**config.mk**
```make
export PLATFORM = sky130hd
export DESIGN_NAME = led_select_flat
export DESIGN_NICKNAME = d
export VERILOG_FILES = /design/src/rtl/led_select_if.sv /design/src/rtl/led_select.sv /design/src/flat_wrapper.sv
export SDC_FILE = /design/constraint.sdc
export NUM_CORES = 1
export LEC_CHECK = 0
export ABC_AREA = 0
export BUFFER_PORTS_ARGS = -buffer_cell sky130_fd_sc_hd__buf_2
export CAP_MARGIN = 20
export CORE_MARGIN = 1
export CORE_UTILIZATION = 49
export CTS_CLUSTER_SIZE = 10
export DETAILED_ROUTE_END_ITERATION = 10
export GPL_TIMING_DRIVEN = 0
export PLACE_DENSITY = 0.8
export RECOVER_POWER = 50
export SYNTH_ARGS = -nofsm -noshare
export SYNTH_HDL_FRONTEND = slang
export SYNTH_SLANG_ARGS = --single-unit
```
**constraint.sdc**
```tcl
create_clock -name CLK -period 1.4 [get_ports CLK]
set_input_delay 0 -clock CLK [delete_from_list [all_inputs] [get_ports CLK]]
set_output_delay 0 -clock CLK [all_outputs]
set_load 0.05 [all_outputs]
```
**src/rtl/led_select_if.sv**
```systemverilog
// Bus between the raw front-panel inputs and the LED select stage.
// Groups the buttons, the auto-scan switch and the one-hot select outputs.
interface led_select_if;
  logic       BTN_NEXT;
  logic       BTN_PREV;
  logic       AUTO;
  logic [4:0] SLCT;
  logic       STEP;

  modport master (
    output BTN_NEXT,
    output BTN_PREV,
    output AUTO,
    input  SLCT,
    input  STEP
  );

  modport slave (
    input  BTN_NEXT,
    input  BTN_PREV,
    input  AUTO,
    output SLCT,
    output STEP
  );
endinterface

```
**src/rtl/led_select.sv**
```systemverilog
// Synchronizes and debounces two push-buttons plus an auto-scan switch and
// rotates a 5-bit one-hot select on each press or prescaler tick.
module led_select #(
  parameter int DB_CYCLES = 4,
  parameter int AUTO_DIV  = 8
) (
  input  logic        CLK,
  input  logic        RST,
  led_select_if.slave io
);

  localparam int CW = $clog2(DB_CYCLES);
  localparam int PW = $clog2(AUTO_DIV);
  localparam logic [CW-1:0] CNT_LAST = CW'(DB_CYCLES - 1);
  localparam logic [PW-1:0] PRE_LAST = PW'(AUTO_DIV - 1);

  // bit 0 = next button, bit 1 = prev button, bit 2 = auto switch
  logic [2:0] raw_in;
  logic [2:0] sync1_reg;
  logic [2:0] sync2_reg;

  logic [1:0] deb;
  logic [1:0] deb_q_reg;
  logic [1:0] press;

  logic          auto_on;
  logic [PW-1:0] pre_reg;
  logic [PW-1:0] pre_next;

  logic [4:0] slct_reg;
  logic [4:0] slct_next;
  logic       step_reg;
  logic       step_next;
  logic       step_evt;
  logic       rot_left;
  logic       is_onehot;

  assign raw_in = {io.AUTO, io.BTN_PREV, io.BTN_NEXT};

  always_ff @(posedge CLK or negedge RST) begin
    if (!RST) begin
      sync1_reg <= 3'b000;
      sync2_reg <= 3'b000;
    end else begin
      sync1_reg <= raw_in;
      sync2_reg <= sync1_reg;
    end
  end

  genvar gi;
  generate
    for (gi = 0; gi < 2; gi++) begin : g_deb
      logic          deb_reg;
      logic [CW-1:0] cnt_reg;

      // Any return to the current debounced level restarts the stability count.
      always_ff @(posedge CLK or negedge RST) begin
        if (!RST) begin
          deb_reg <= 1'b0;
          cnt_reg <= '0;
        end else if (sync2_reg[gi] == deb_reg) begin
          cnt_reg <= '0;
        end else if (cnt_reg == CNT_LAST) begin
          deb_reg <= sync2_reg[gi];
          cnt_reg <= '0;
        end else begin
          cnt_reg <= cnt_reg + CW'(1);
        end
      end

      assign deb[gi]   = deb_reg;
      assign press[gi] = deb_reg & ~deb_q_reg[gi];
    end
  endgenerate

  // Edge detector keeps tracking in auto mode so a held button stays silent.
  always_ff @(posedge CLK or negedge RST) begin
    if (!RST) begin
      deb_q_reg <= 2'b00;
    end else begin
      deb_q_reg <= deb;
    end
  end

  assign auto_on = sync2_reg[2];

  always_comb begin
    pre_next = '0;
    if (auto_on) begin
      pre_next = (pre_reg == PRE_LAST) ? '0 : pre_reg + PW'(1);
    end
  end

  always_ff @(posedge CLK or negedge RST) begin
    if (!RST) begin
      pre_reg <= '0;
    end else begin
      pre_reg <= pre_next;
    end
  end

  assign is_onehot = (slct_reg != 5'b00000) &&
                     ((slct_reg & (slct_reg - 5'b00001)) == 5'b00000);

  // Simultaneous next and prev presses cancel out.
  always_comb begin
    step_evt = 1'b0;
    rot_left = 1'b1;
    if (auto_on) begin
      step_evt = (pre_reg == PRE_LAST);
    end else if (press[0] ^ press[1]) begin
      step_evt = 1'b1;
      rot_left = press[0];
    end
  end

  always_comb begin
    slct_next = slct_reg;
    step_next = step_evt;
    if (step_evt) begin
      if (!is_onehot) begin
        slct_next = 5'b00001;
      end else if (rot_left) begin
        slct_next = {slct_reg[3:0], slct_reg[4]};
      end else begin
        slct_next = {slct_reg[0], slct_reg[4:1]};
      end
    end
  end

  always_ff @(posedge CLK or negedge RST) begin
    if (!RST) begin
      slct_reg <= 5'b00001;
      step_reg <= 1'b0;
    end else begin
      slct_reg <= slct_next;
      step_reg <= step_next;
    end
  end

  assign io.SLCT = slct_reg;
  assign io.STEP = step_reg;

endmodule

```
**src/flat_wrapper.sv**
```systemverilog
// flat-port wrapper written by rule: the top's interface ports become plain ports
module led_select_flat 
#(
  parameter int DB_CYCLES = 4,
  parameter int AUTO_DIV  = 8
)
  (CLK, RST, io_BTN_NEXT, io_BTN_PREV, io_AUTO, io_SLCT, io_STEP);
  led_select_if io_i ();
  input  logic CLK;
  input  logic RST;
  input wire logic [$bits(io_i.BTN_NEXT)-1:0] io_BTN_NEXT;
  input wire logic [$bits(io_i.BTN_PREV)-1:0] io_BTN_PREV;
  input wire logic [$bits(io_i.AUTO)-1:0] io_AUTO;
  output wire logic [$bits(io_i.SLCT)-1:0] io_SLCT;
  output wire logic [$bits(io_i.STEP)-1:0] io_STEP;
  assign io_i.BTN_NEXT = io_BTN_NEXT;
  assign io_i.BTN_PREV = io_BTN_PREV;
  assign io_i.AUTO = io_AUTO;
  assign io_SLCT = io_i.SLCT;
  assign io_STEP = io_i.STEP;
  led_select #(.DB_CYCLES(DB_CYCLES), .AUTO_DIV(AUTO_DIV)) u_core (.CLK(CLK), .RST(RST), .io(io_i));
endmodule
```
* Yosys cells after proc, flatten, opt, wreduce, memory -nomap -nowiden
Cells that the tools add are included.
** Storage, ports and cells
- Bits in registers :: 23
- Input bits :: 5
- Output and inout port bits :: 6
- Logic and storage cells :: 44
** Cells by class
- Add/sub/neg operators :: 4
- Equality and inequality tests :: 5
- Mux-type cells :: 12
- Bitwise gates (word level) :: 8
- Reduce and logical (&&, ||, !) cells :: 5
** Operators with widths (number)
- $mux 5 :: 2
- $mux 2 :: 4
- $mux 3 :: 2
- $and 5x5->5 :: 1
- $logic_not 5->1 :: 1
- $reduce_bool 5->1 :: 1
- $sub 5x1->5 const B :: 1
- $add 2x1->2 const B :: 2
- $eq 2x2->1 const B :: 2
- $mux 1 :: 4
- $not 1->1 :: 4
- $reduce_and 2->1 :: 2
- $add 3x1->3 const B :: 1
- $eq 3x3->1 const B :: 1
- $and 1x1->1 :: 2
- $eq 1x1->1 :: 2
- $logic_and 1x1->1 :: 1
- $xor 1x1->1 :: 1

* Depth between registers and ports, before layout
- Depth in word-level cells :: 7
- Gate-level depth with buffers :: 7
- Depth with buffers taken out :: 7

* Least setup slack after synthesis
Ideal clock, no wire load.
- Path kind :: register -> register
- Start :: register u_core.g_deb[1].deb_reg
- End :: register u_core.slct_reg[1], in the netlist u_core.io.SLCT[1]
- Setup time :: 0.121 ns
- Arrival :: 1.442 ns
- Required time :: 1.279 ns
- Path slack :: -0.163 ns
- Cell stages (with the launch flop) :: 7
- Path buffers :: 0
- Period minus slack after synthesis :: 1.563 ns
- Cell sequence :: dfrtp_1 nor2b_1 ha_1 inv_1 o21ai_1 nor2_1 a22o_1
** On the way
- Longest elaborated chain between the ends :: 6
- Elaborated cells between the ends (all ways) :: 8
- Classes of those cells :: 6 x mux; 2 x bitwise
** Ends and longest elaborated chain
- start: declaration :: line led_select.sv:53 : logic deb_reg;
- start signal: assignment :: line led_select.sv:64 : deb_reg <= sync2_reg[gi];
- $and 1x1->1 * :: line led_select.sv:72 : assign press[gi] = deb_reg & ~deb_q_reg[gi];
- $xor 1x1->1 * :: line led_select.sv:111 : end else if (press[0] ^ press[1]) begin
- $mux 1 :: line led_select.sv:111
- $mux 1 :: line led_select.sv:109 : if (auto_on) begin
- $mux 5 :: line led_select.sv:123 : end else if (rot_left) begin
- $mux 5 :: line led_select.sv:121 : if (!is_onehot) begin
- end signal: assignment :: line led_select.sv:136 : slct_reg <= slct_next;
- end: declaration :: line led_select.sv:30 : logic [4:0] slct_reg;
Mark *: on every way between the ends. The rest lies on a longest branch, timed or not.
A chain may end at the register's enable or synchronous reset.

* Worst setup path in the final report
- Start :: register u_core.slct_reg[0], in the netlist u_core.io.SLCT[0]
- End :: register u_core.slct_reg[4], in the netlist u_core.io.SLCT[4]
** On the way
- Longest elaborated chain between the ends :: 5
- Elaborated cells between the ends (all ways) :: 7
- Classes of those cells :: 1 x add/sub; 2 x mux; 1 x bitwise; 3 x reduce/logical
** Ends and longest elaborated chain
- $sub 5x1->5 :: line led_select.sv:103 : ((slct_reg & (slct_reg - 5'b00001)) == 5'b00000);
- $and 5x5->5 :: line led_select.sv:103
- $logic_not 5->1 :: line led_select.sv:103
- $logic_and 1x1->1 :: line led_select.sv:102 : assign is_onehot = (slct_reg != 5'b00000) &&
- $mux 5 * :: line led_select.sv:121
Marked as above.

==> impl_summary.log <==
[metrics] placed cell count: 105
[metrics] number of warning messages in the yosys log: 0
[metrics] share of synthesized area occupied by flip-flops and latches: 61.30%
[metrics] via/cell ratio: 5.050
[metrics] CP Launch Type: register
[metrics] Synth Register Bits: 23
[metrics] power density of the placed cells: 2199 mW/mm2
[metrics] Synth area leaders: sky130_fd_sc_hd__dfrtp_1 (59%), sky130_fd_sc_hd__ha_1 (6.6%), sky130_fd_sc_hd__mux2i_1 (6.4%)
[metrics] Mapped Area: 940.9 um2
[metrics] aggregate global-route resource usage: a little under a fifth
[metrics] final non-filler cell total: 120
[metrics] top-area cell type share of the netlist area: 58.51%
[metrics] status: complete, but fails checks
[metrics] total length of routed wires: 1645 um
[metrics] Port-buffer cells: 10
[metrics] number of instances in the synthesized netlist: 70
[metrics] post-detailed-route count of antenna-violating nets: 0
[metrics] synthesis-to-finish area growth: 28.32%
[metrics] required time of the critical path: approximately 1.7 ns
[metrics] final critical-path share of the clock period: 108.0%
[metrics] maximum number of pins on one net before global-route repair: 24
[metrics] failing checks: setup timing
[metrics] initial antenna violation count: 0
[metrics] Final setup violation count: 5
[metrics] number of antenna cells inserted: 0
[metrics] commonest cells after routing, fill and taps aside: sky130_fd_sc_hd__dfrtp_1 (21), sky130_fd_sc_hd__buf_2 (9), sky130_fd_sc_hd__nor2_1 (8)
[metrics] clock latency on the worst-skew pair: about 0.31 ns
[metrics] num rows: 15
[metrics] number of iterations in the first detailed-routing pass: 4
[metrics] number of clock buffers inserted by TritonCTS: 3
[metrics] Max FO, Critical Path: 5
[metrics] Crit. End Element: register
[metrics] maximum frequency from static timing analysis: 661.1 MHz
[metrics] list of cells traversed by the critical path: xor2_1, mux2i_1, o311ai_4, a22o_1
[metrics] pre-CTS WS: -0.1882 ns
[metrics] Worst path max stage delay: 0.66 ns
[metrics] max FFs per register: 5
[metrics] Relative slew margins: a little over a fifth
[metrics] most area-hungry cell type in the Yosys netlist: sky130_fd_sc_hd__dfrtp_1
[metrics] clock tree from TritonCTS: built
[metrics] Clock Sinks: 23
[metrics] VDD IR max: ~1.1 mV
[metrics] Die Outline Area: 0.002099 mm2
[metrics] overflow left after global routing: 0
[metrics] # Max-Cap Violations: 0
[metrics] cell at the root of the clock tree: sky130_fd_sc_hd__clkbuf_4
[metrics] global-route wire length before repair: 2566 um
[metrics] average footprint of a synthesized cell: 13.44 um2
[metrics] DIE WIDTH: about 46 um
[metrics] most common cell after layout, fill and taps aside: sky130_fd_sc_hd__dfrtp_1
[metrics] post-synth net total: 80
[metrics] pins over their slew limit: 0
[metrics] HPWL reported at the end of detailed placement: 911.3 um
[metrics] Yosys cell types: 19
[metrics] total negative slack: -0.4975 ns
[metrics] setup repair after global routing missed its margin: true
[metrics] Static Leakage: between 0.5 and 0.6 nW
[metrics] die boundary height: 45.82 um
[metrics] min-delay worst type: in -> reg
[metrics] area of all placed cells without fillers: 0.001207 mm2
[metrics] hold violation count in the final report: 0
[metrics] Filler Cells Inserted: around 140
[metrics] average wire length per cell after detail routing: 13.71 um
[metrics] number of nets in the layout: 106
[metrics] total number of H-tree levels: 1
[metrics] effective utilization at floorplan: between 50 and 60%
[metrics] Max Buffers Root-to-Sink: 2
[metrics] min cycle time layout: 1.513 ns
[metrics] Worst Setup Slack, final: -0.1127 ns
[metrics] slowest stage cell on the critical path: sky130_fd_sc_hd__dfstp_4
[metrics] type of the setup path with the least slack: reg -> reg
[metrics] I/O pin total: 11
[metrics] worst clock skew: 0.002483 ns
[metrics] GPL Wtd Cong: 0.6741
[metrics] DR DRC count: 0
[metrics] crit path DAT: between 1.5 and 2 ns
[metrics] core area: 0.001764 mm2
[metrics] worst-margin pin slew: 1.173 ns
[metrics] number of vias in the routed layout: 606
[metrics] fraction of final layout cells with drive strength greater than 1: 35.79%
[metrics] Detailed Route Iter0 Violations: 7
[metrics] clk slew on worst S/H paths: 0.12 ns
[metrics] standard cell area after detailed placement: 0.001031 mm2
[metrics] vias in the first global route: 560
==> synth_stat cells <==
library cell,count
sky130_fd_sc_hd__a31oi_1,1
sky130_fd_sc_hd__inv_1,3
sky130_fd_sc_hd__mux2_2,2
sky130_fd_sc_hd__a22o_1,4
sky130_fd_sc_hd__xnor2_1,2
sky130_fd_sc_hd__mux2i_1,6
sky130_fd_sc_hd__buf_2,1
sky130_fd_sc_hd__nor2b_1,4
sky130_fd_sc_hd__dfstp_2,1
sky130_fd_sc_hd__xor2_1,1
sky130_fd_sc_hd__nor3_1,3
sky130_fd_sc_hd__o311ai_4,1
sky130_fd_sc_hd__nor2_1,8
sky130_fd_sc_hd__o21ai_1,1
sky130_fd_sc_hd__ha_1,5
sky130_fd_sc_hd__nand2b_1,2
sky130_fd_sc_hd__nand3b_1,2
sky130_fd_sc_hd__and2_1,1
sky130_fd_sc_hd__dfrtp_1,22
==> stage by stage <==
step                hold slack (ns)  total power [W]  utilization, %
detailed placement        -0.009150         0.002036           58.44
global placement           -0.01200         0.002003           58.44
CTS                          0.1946         0.002535           67.16
global route                 0.3110         0.002809           68.44
finish                       0.3240         0.002655           68.44
floorplan                   -0.2956         0.001825               -
==> cell type report <==
class / count / area [um2] / share of cell area, %
sequential: 23 / 581.8 / 48.19
multi-input combinational: 44 / 414.1 / 34.30
timing repair buffer: 21 / 141.4 / 11.71
tap: 25 / 31.28 / 2.591
clock buffer: 3 / 22.52 / 1.865
inverter: 3 / 11.26 / 0.9326
clock inverter: 1 / 5.005 / 0.4145
==> cell families (layout without fill, tap and decap cells) <==
group           count (synthesis)  in the layout  synth area share [%]
mux                             8              8                 8.777
flops                          23             23                 61.30
simple gates                   20             20                 11.04
compound gates                  7              8                 7.713
buf+inv                         4             28                 1.728
xor+xnor                        3              3                 2.793
fa+ha+maj                       5              5                 6.649
==> final timing paths <==
check / startpoint / to / slack [ns] / cells after the start
hold / removal: io_BTN_NEXT / u_core.sync1_reg[0] / 0.32 / 2
setup / recovery: u_core.io.SLCT[0] / u_core.io.SLCT[4] / -0.11 / 4
min in group asynchronous: RST / u_core.pre_reg[2] / 0.44 / 2
max in group asynchronous: RST / u_core.io.SLCT[3] / 0.19 / 2
setup reg to reg: u_core.io.SLCT[0] / u_core.io.SLCT[4] / -0.11 / 4
hold reg to reg: u_core.sync1_reg[0] / u_core.sync2_reg[0] / 0.36 / 0
==> what timing repair did <==
action | 4_1_cts | 5_1_grt
pin swaps | 4 | 5
cloned | 1 | 0
endpoints found under the hold margin | 26 | 0
buffers inserted | 6 | 1
gates resized for setup | 6 | 6
setup endpoints to repair | 6 | 5
hold buffers | 4 | 0
==> metal layers <==
layer / vias up / GRT usage, % / routed length (um)
met5: - / 0 / 0
met4: 0 / 5.294 / 11
li1: 293 / - / -
met3: 2 / 4.762 / 56
met2: 19 / 29.71 / 833
met1: 292 / 23.44 / 744
==> power by group <==
part           total, W  switching, W  internal (W)
sequential      0.00108      0.000206      0.000874
combinational   0.00128      0.000702      0.000574
clock          0.000299      0.000192      0.000107
==> worst max-delay path: cells and delay by family (launching register included) <==
kind | cells | cell delay, ns
compound gates | 2 | 0.54
xor+xnor | 1 | 0.13
flops | 1 | 0.66
mux | 1 | 0.12
(Power assumes the default switching activity.)
